--- src/rtl/popcnt_share_sched_pkg.sv ---
// -----------------------------------------------------------------------------
// popcnt_share_sched_pkg
// Shared constants and types for the shared weight (ones-count) scheduler.
//   CHUNK_W  : width of one slice fed to the weight core per cycle
//   WEIGHT_W : width of the core's count output (0..7 fits in 3 bits)
//   state_t  : scheduler FSM states
//   req_id_t : requester identifier (two requesters)
// -----------------------------------------------------------------------------
package popcnt_share_sched_pkg;

  localparam int CHUNK_W  = 7;
  localparam int WEIGHT_W = 3;

  typedef enum logic [1:0] {
    IDLE = 2'd0,
    RUN  = 2'd1,
    DONE = 2'd2
  } state_t;

  typedef logic req_id_t;

endpackage

--- src/rtl/popcnt_share_sched_popcnt7_core.sv ---
// -----------------------------------------------------------------------------
// popcnt7_core
// Purely combinational ones-count of a 7-bit slice. Kept as its own module so
// the gate-level weight netlist can be dropped in without touching the
// scheduler.
// Ports:
//   v : input  [6:0] slice to weigh
//   w : output [2:0] binary count of ones in v
// -----------------------------------------------------------------------------
module popcnt7_core
  import popcnt_share_sched_pkg::*;
(
  input  logic [CHUNK_W-1:0]  v,
  output logic [WEIGHT_W-1:0] w
);

  always_comb begin
    w = '0;
    for (int i = 0; i < CHUNK_W; i++) begin
      w = w + WEIGHT_W'(v[i]);
    end
  end

endmodule

--- src/rtl/popcnt_share_sched.sv ---
// -----------------------------------------------------------------------------
// popcnt_share_sched
// Shares one 7-input weight core between two requesters. A granted word is
// captured into a shift register and weighed one 7-bit chunk per cycle, lowest
// chunk first; the total is returned with the winner's id.
//
// Handshake semantics (all channels): a transfer happens on a rising edge
// where valid and ready are both high. Requesters may drop valid at any time
// before a transfer; the result channel holds res_count/res_id stable while
// res_valid is high and res_ready is low.
//
// Ports:
//   clk, rst             : clock, synchronous active-high reset
//   req0_valid/ready/data: requester 0 word channel
//   req1_valid/ready/data: requester 1 word channel
//   res_valid/ready      : result channel handshake
//   res_count            : ones count of the accepted word
//   res_id               : requester that supplied the word
//   busy                 : high while in RUN or DONE
//   dbg_state            : current FSM state for observation
// -----------------------------------------------------------------------------
module popcnt_share_sched
  import popcnt_share_sched_pkg::*;
#(
  parameter int CHUNKS = 4,
  parameter int CNT_W  = 5,
  localparam int WORD_W = CHUNK_W * CHUNKS
) (
  input  logic              clk,
  input  logic              rst,
  input  logic              req0_valid,
  output logic              req0_ready,
  input  logic [WORD_W-1:0] req0_data,
  input  logic              req1_valid,
  output logic              req1_ready,
  input  logic [WORD_W-1:0] req1_data,
  output logic              res_valid,
  input  logic              res_ready,
  output logic [CNT_W-1:0]  res_count,
  output req_id_t           res_id,
  output logic              busy,
  output state_t            dbg_state
);

  localparam int IDX_W = (CHUNKS > 1) ? $clog2(CHUNKS) : 1;
  localparam logic [IDX_W-1:0] LAST_IDX = IDX_W'(CHUNKS - 1);

  // The accumulator must be able to hold WORD_W itself.
  if ((2 ** CNT_W) <= WORD_W) begin : g_cnt_w_check
    $error("popcnt_share_sched: CNT_W too small for WORD_W");
  end

  state_t              state;
  logic [CNT_W-1:0]    acc;
  logic [IDX_W-1:0]    idx;
  logic [WORD_W-1:0]   shreg;
  req_id_t             rr;          // id of the requester preferred on a tie
  logic                grant_valid;
  req_id_t             grant_id;
  logic [WEIGHT_W-1:0] chunk_weight;
  logic [CNT_W-1:0]    acc_sum;

  popcnt7_core u_core (
    .v (shreg[CHUNK_W-1:0]),
    .w (chunk_weight)
  );

  assign acc_sum = acc + CNT_W'(chunk_weight);

  // Grant is only offered in IDLE; a lone valid requester always wins.
  always_comb begin
    grant_valid = 1'b0;
    grant_id    = 1'b0;
    if (state == IDLE) begin
      if (req0_valid && req1_valid) begin
        grant_valid = 1'b1;
        grant_id    = rr;
      end else if (req0_valid) begin
        grant_valid = 1'b1;
        grant_id    = 1'b0;
      end else if (req1_valid) begin
        grant_valid = 1'b1;
        grant_id    = 1'b1;
      end
    end
  end

  assign req0_ready = grant_valid && (grant_id == 1'b0);
  assign req1_ready = grant_valid && (grant_id == 1'b1);
  assign dbg_state  = state;

  always_ff @(posedge clk) begin
    if (rst) begin
      state     <= IDLE;
      acc       <= '0;
      idx       <= '0;
      shreg     <= '0;
      res_valid <= 1'b0;
      res_count <= '0;
      res_id    <= 1'b0;
      busy      <= 1'b0;
      rr        <= 1'b0;
    end else begin
      case (state)
        IDLE: begin
          if (grant_valid) begin
            shreg  <= grant_id ? req1_data : req0_data;
            res_id <= grant_id;
            acc    <= '0;
            idx    <= '0;
            rr     <= ~grant_id;   // the requester just served loses the next tie
            busy   <= 1'b1;
            state  <= RUN;
          end
        end
        RUN: begin
          acc   <= acc_sum;
          shreg <= shreg >> CHUNK_W;
          idx   <= idx + IDX_W'(1);
          if (idx == LAST_IDX) begin
            res_count <= acc_sum;
            res_valid <= 1'b1;
            state     <= DONE;
          end
        end
        DONE: begin
          if (res_ready) begin
            res_valid <= 1'b0;
            busy      <= 1'b0;
            state     <= IDLE;
          end
        end
        default: begin
          state     <= IDLE;
          res_valid <= 1'b0;
          busy      <= 1'b0;
        end
      endcase
    end
  end

endmodule

--- config.mk ---
export PLATFORM = sky130hd
export DESIGN_NAME = popcnt_share_sched
export DESIGN_NICKNAME = d
export VERILOG_FILES = /design/src/rtl/popcnt_share_sched_pkg.sv /design/src/rtl/popcnt_share_sched_popcnt7_core.sv /design/src/rtl/popcnt_share_sched.sv
export SDC_FILE = /design/constraint.sdc
export NUM_CORES = 1
export LEC_CHECK = 0
export ABC_AREA = 1
export CORE_MARGIN = 2
export CORE_UTILIZATION = 50
export DETAILED_ROUTE_END_ITERATION = 6
export PLACE_DENSITY = 0.81
export SYNTH_ARGS = -nofsm -noshare
export SYNTH_HDL_FRONTEND = slang
export SYNTH_SLANG_ARGS = --single-unit
--- constraint.sdc ---
create_clock -name clk -period 4.1 [get_ports clk]
set_input_delay 0.82 -clock clk [delete_from_list [all_inputs] [get_ports clk]]
set_output_delay 0.82 -clock clk [all_outputs]
set_load 0.02 [all_outputs]
==> results of run 1 <==
==> power by group through the flow <==
stage          combinational, mW  clock (mW)  sequential [mW]
6_report                   0.342       0.284            0.509
5_1_grt                    0.398       0.308            0.513
4_1_cts                    0.346       0.291            0.508
3_5_place_dp               0.344           0            0.519
3_3_place_gp               0.338           0            0.518
2_1_floorplan              0.241           0            0.517
==> registers in the layout, indices dropped and copies added (netlist names) <==
signal	flops
rr	1
res_count	5
shreg	28
res_id	1
acc	5
idx	2
busy	1
res_valid	1
dbg_state	2
==> metal layers <==
layer / vias up / wire [µm] / track usage (%)
met5: - / 0 / 0
met4: 0 / 38 / 4.41
met3: 5 / 328 / 4.16
met2: 79 / 3280 / 39.6
met1: 1283 / 2870 / 27.7
li1: 1487 / - / -
==> cells in the mapped netlist (3+ instances only) <==
master and number:
ha_1 8, clkbuf_1 5, fa_1 4, buf_4 6, nand2_1 109, dfxtp_1 46
nand3_1 57, a21oi_1 43, buf_2 12, nor2_1 3, nand4_1 28, inv_1 98
==> worst max-delay path, delay by kind of cell <==
kind | cells | cell delay [ns]
buffers and inverters | 5 | 1.53
AND/OR/NAND/NOR | 3 | 0.43
==> path summary, 6_finish.rpt <==
path | startpoint | endpoint | slack (ns) | cells after the start
worst max-delay path | req1_valid | req0_ready | 0.47 | 8
worst min-delay path | res_valid$_SDFFE_PP0P_ | res_valid$_SDFFE_PP0P_ | 0.45 | 2
worst max register to register | shreg[0]$_SDFFE_PP0P_ | acc[4]$_SDFFE_PP0P_ | 0.85 | 12
worst min register to register | res_valid$_SDFFE_PP0P_ | res_valid$_SDFFE_PP0P_ | 0.45 | 2
==> cell families after synthesis <==
| logic type | after synthesis | share of synthesized area [%] |
|---|---|---|
| AOI/OAI and AO/OA | 47 | 8.47 |
| xor gates and xnor gates | 2 | 0.605 |
| adders and majority gates | 12 | 6.22 |
| buffers and inverters | 130 | 19.7 |
| DFF | 46 | 31.8 |
| and+or+nand+nor | 205 | 33.2 |
==> metrics by stage <==
stage / utilization [%] / hold slack [ns] / instances / total power, mW
after CTS: 66.0 / 0.456 / 571 / 1.15
after detailed placement: 64.3 / 0.443 / 563 / 0.863
after global routing: 66.0 / 0.464 / 571 / 1.22
after floorplan: - / 0.432 / 442 / 0.758
after global placement: 64.3 / 0.437 / 563 / 0.856
final: 66.0 / 0.452 / 571 / 1.14
==> cell type report <==
type / count / share of cell area [%]
well taps: 72 / 2.46
multi-input cells: 266 / 38.4
clock inverters: 1 / 0.137
clock buffers: 7 / 2.36
flip-flops and latches: 46 / 25.2
repair buffers: 77 / 20.7
inverters: 102 / 10.7
==> cell usage in the layout, fill, tap and decap left out <==
cell type / count
nand2_1: 109
clkbuf_8: 6
inv_1: 98
buf_4: 5
o21a_1: 1
inv_2: 2
nand2_4: 2
nor2_8: 1
nor2_2: 1
nand4_1: 28
nor2_4: 1
nor2_1: 3
a21oi_1: 43
fa_1: 4
a21oi_2: 2
xor2_1: 2
clkdlybuf4s50_1: 72
inv_6: 1
clkinv_2: 1
o21ai_0: 1
dfxtp_1: 46
nand3_1: 57
ha_1: 8
nand3b_1: 1
clkbuf_1: 1
inv_4: 1
nand2_2: 2
==> impl_metrics.ini, run 1 <==
[place]
dp_hpwl_mm = 4.70
pre_cts_slack_ns = 0.492
gp_congestion = 0.821
io_buffers = 72
dpl_cell_area_um2 = 3560

[final_layout]
drive_gt1_share_pct = 5.01
seq_area_um2 = 921
fin_nets = 571
finalInstanceArea_um2 = 3650
final.fill_count = 523
syn2layout_area_growth_pct = 26.2
multi_input_area_um2 = 1400
insertedDiodeCount = 0

[pwr]
switching_share_pct = 31.8
irDropWorstVdd_mv = 0.153
p_comb_share_pct = 30.2
p_switching_mw = 0.361
p_per_area_nw_per_um2 = 311
p_leak_nw = 1.79
clkPwrFrac_pct = 25.0
p_seq_share_pct = 44.8
p_int_mw = 0.774

[critical_path]
path_max_fanout = 31
critPathKind = in -> out
slowest_stage = clkdlybuf4s50_1
cp-end-kind = output pin
cp.required_ns = 3.28
cpPeakStageDelay_ns = 0.59
worstSetupStartpointType = input pin
arrival_ns = 2.81
path_cells = clkdlybuf4s50_1 -> inv_1 -> nand2_1 -> nand2_4 -> inv_4 -> nand2_1 -> inv_1 -> clkdlybuf4s50_1

[sta]
fin_worst_skew_ns = 0.00680
timing.fmax_mhz = 276
worst_slew_pin_slew_ns = 0.451
hold_viol = 0
drv_slew = 0
fin_crit_ns = 3.63
fin_setup_tns_ns = 0
setup_viol = 0
rsz0062_at_grt = false
fin_crit_sh_pct = 88.4
final.setup.worst_slack_ns = 0.475
slew_headroom_pct = 70.0

[synthesis]
avgSynthCellArea_um2 = 6.55
yosysTopAreaCellShare_pct = 31.8
synth_area_leaders = dfxtp_1 (32%), nand2_1 (14%), inv_1 (13%), nand3_1 (9.9%), a21oi_1 (7.4%)
synth_cells = 442
syn-num-nets = 515
synth_top_area_cell = dfxtp_1
synth-edff-count = 0
synth_cell_type_count = 28
ys_seq_area_share_pct = 31.8
yosysWarnings = 0
synth_area_um2 = 2900
synthFlopType = dfxtp_1
synth_seq_cells = 46
async_reset_ff_share_pct = 0

[die]
row_count = 27
fp.dieH_um = 80.1
dieArea_um2 = 6420
core-area_um2 = 5540
ios = 73
dieWidth_um = 80.1
start_util_pct = 52.3

[status]
outcome = completed

[drt]
drt_wl_total_mm = 6.51
drtIter0Drc = 151
dr.pass1.iters = 5
vias = 2854
wl_per_cell_um = 11.4
drcViolationCount = 0
via_per_inst = 5.00
drtAntennaViolNets = 0

[clock_network]
holdBufCountCts = 0
ctsRootBufferMaster = clkbuf_8
cts-resized-gates = 0
htree_levels = 2
cts_made_buffers = 5
cts_setup_buffers = 0
cts_buffer_depth = 2
cts_tree = built
clk_pin_slew_ns = 0.08
cts.sinks = 46
clkLatencyLatePin_ns = 0.30

[grt]
grt.total_usage_pct = 22.1
grt_pass1_vias = 2671
grt_max_degree = 44
antenna_found_initial = 0
overflow = 0
grt_pass1_wl_mm = 11.5

[flow_run]
maxCapViolCount = 0

[hold_path]
min_path_type = reg -> reg
(Power assumes the default switching activity.)
==> run 2, diff against run 1 <==
--- a/config.mk
+++ b/config.mk
@@ -10,6 +10,7 @@
 export CORE_UTILIZATION = 50
 export DETAILED_ROUTE_END_ITERATION = 6
 export PLACE_DENSITY = 0.81
+export SKIP_LAST_GASP = 1
 export SYNTH_ARGS = -nofsm -noshare
 export SYNTH_HDL_FRONTEND = slang
 export SYNTH_SLANG_ARGS = --single-unit
==> results of run 2 <==
Final layout, timing and power as in run 1 (identical DEF).
==> run 3, diff against run 2 <==
--- a/config.mk
+++ b/config.mk
@@ -7,9 +7,9 @@
 export LEC_CHECK = 0
 export ABC_AREA = 1
 export CORE_MARGIN = 2
-export CORE_UTILIZATION = 50
+export CORE_UTILIZATION = 45
 export DETAILED_ROUTE_END_ITERATION = 6
-export PLACE_DENSITY = 0.81
+export PLACE_DENSITY = 0.74
 export SKIP_LAST_GASP = 1
 export SYNTH_ARGS = -nofsm -noshare
 export SYNTH_HDL_FRONTEND = slang
==> constraint.sdc (replaced) <==
create_clock -name clk -period 3.7 [get_ports clk]
set_input_delay 0.74 -clock clk [delete_from_list [all_inputs] [get_ports clk]]
set_output_delay 0.74 -clock clk [all_outputs]
set_load 0.02 [all_outputs]
==> impl_metrics.ini, run 3 (synthesis gave the netlist of run 1 again) <==
[status]
outcome = completed

[clock_network]
clkLatencyLatePin_ns = 0.30
cts_made_buffers = 5
cts.sinks = 46
holdBufCountCts = 0
ctsRootBufferMaster = clkbuf_8
htree_levels = 2
cts_setup_buffers = 0
clk_pin_slew_ns = 0.09
cts_buffer_depth = 2
cts-resized-gates = 0
cts_tree = built

[sta]
rsz0062_at_grt = false
fin_setup_tns_ns = 0
drv_slew = 0
slew_headroom_pct = 50.0
hold_viol = 0
fin_worst_skew_ns = 0.00580
worst_slew_pin_slew_ns = 0.747
timing.fmax_mhz = 304
holdWs_ns = 0.447
fin_crit_ns = 3.29
setup_viol = 0
fin_crit_sh_pct = 88.9
final.setup.worst_slack_ns = 0.412

[final_layout]
insertedDiodeCount = 0
drive_gt1_share_pct = 5.40
fin_nets = 572
mostFrequentLayoutCell = nand2_1
largest_reg_flops = 28
syn2layout_area_growth_pct = 27.3
reg_top3 = shreg: 28 flops, acc: 5 flops, res_count: 5 flops
top_register = shreg
finalInstanceArea_um2 = 3690
final_cell_mix = nand2_1 (109), inv_1 (98), clkdlybuf4s50_1 (72)
final_cells = 577
utilization_pct = 58.7

[grt]
grt_pass1_vias = 2747
overflow = 0
grt_pass1_wl_mm = 11.9
antenna_found_initial = 0
grt.total_usage_pct = 20.2
grt_max_degree = 31

[pwr]
p_per_area_nw_per_um2 = 359
p_leak_nw = 1.80
irDropWorstVdd_mv = 0.171
power_mw = 1.32

[drt]
drtIter0Drc = 127
dr.pass1.iters = 5
drcViolationCount = 0
drt_wl_total_mm = 6.67
vias = 2803
via_per_inst = 4.86
wl_per_cell_um = 11.6
drtAntennaViolNets = 0

[die]
ios = 73
fp.dieH_um = 84.2
row_count = 29
dieWidth_um = 84.2
core-area_um2 = 6280
start_util_pct = 46.1
dieArea_um2 = 7090

[place]
pre_cts_slack_ns = 0.430
dp_cells = 569
io_buffers = 72
gp_congestion = 0.880
dpl_cell_area_um2 = 3580
dp_hpwl_mm = 4.92

[critical_path]
arrival_ns = 3.48
cp.required_ns = 3.89
critPathBufInv = 2
worstSetupStartpointType = register
critPathMostFrequentCell = fa_1
path_cells = ha_1 -> inv_1 -> fa_1 -> fa_1 -> inv_1 -> ha_1 -> fa_1 -> fa_1 -> nand3_1 -> nand3b_1 -> nand3_1 -> a21oi_1
slowest_stage = fa_1
cpPeakStageDelay_ns = 0.49
cp-end-kind = register
critPathKind = reg -> reg
path_max_fanout = 2
critical_path.top_delay_family = adder cells

[hold_path]
min_path_type = reg -> reg

[flow_run]
maxCapViolCount = 0
run 3: worst min-delay path: stages (launching register included):
cell,delay [ns]
dfxtp_1,0.31
inv_1,0.05
a21oi_1,0.05
run 3: power breakdown:
group          internal [mW]  switching [mW]  leakage (nW)
sequential             0.538          0.0260         0.378
combinational          0.172           0.213          1.37
clock                  0.199           0.174        0.0579
total                  0.909           0.413          1.80
run 3: final timing paths:
kind	end	startpoint	cells after the start	slack, ns
max	res_count[4]$_SDFFE_PP0P_	shreg[0]$_SDFFE_PP0P_	12	0.41
min reg2reg	res_valid$_SDFFE_PP0P_	res_valid$_SDFFE_PP0P_	2	0.45
min	res_valid$_SDFFE_PP0P_	res_valid$_SDFFE_PP0P_	2	0.45
max reg2reg	res_count[4]$_SDFFE_PP0P_	shreg[0]$_SDFFE_PP0P_	12	0.41
run 3: layout make-up:
class,instances,area (µm²)
fillers,628,2590
multi-input cells,266,1400
flip-flops and latches,46,921
repair buffers,78,766
inverters,102,390
well taps,77,96.3
clock buffers,5,68.8
clock inverters,3,40.0
run 3: layer usage:
metal	global-route usage [%]	vias to the layer above	share of wire, %
li1	-	1488	-
met1	25.3	1243	46
met2	35.4	65	50
met3	3.24	7	3.9
met4	6.89	0	0.99
met5	0	-	0
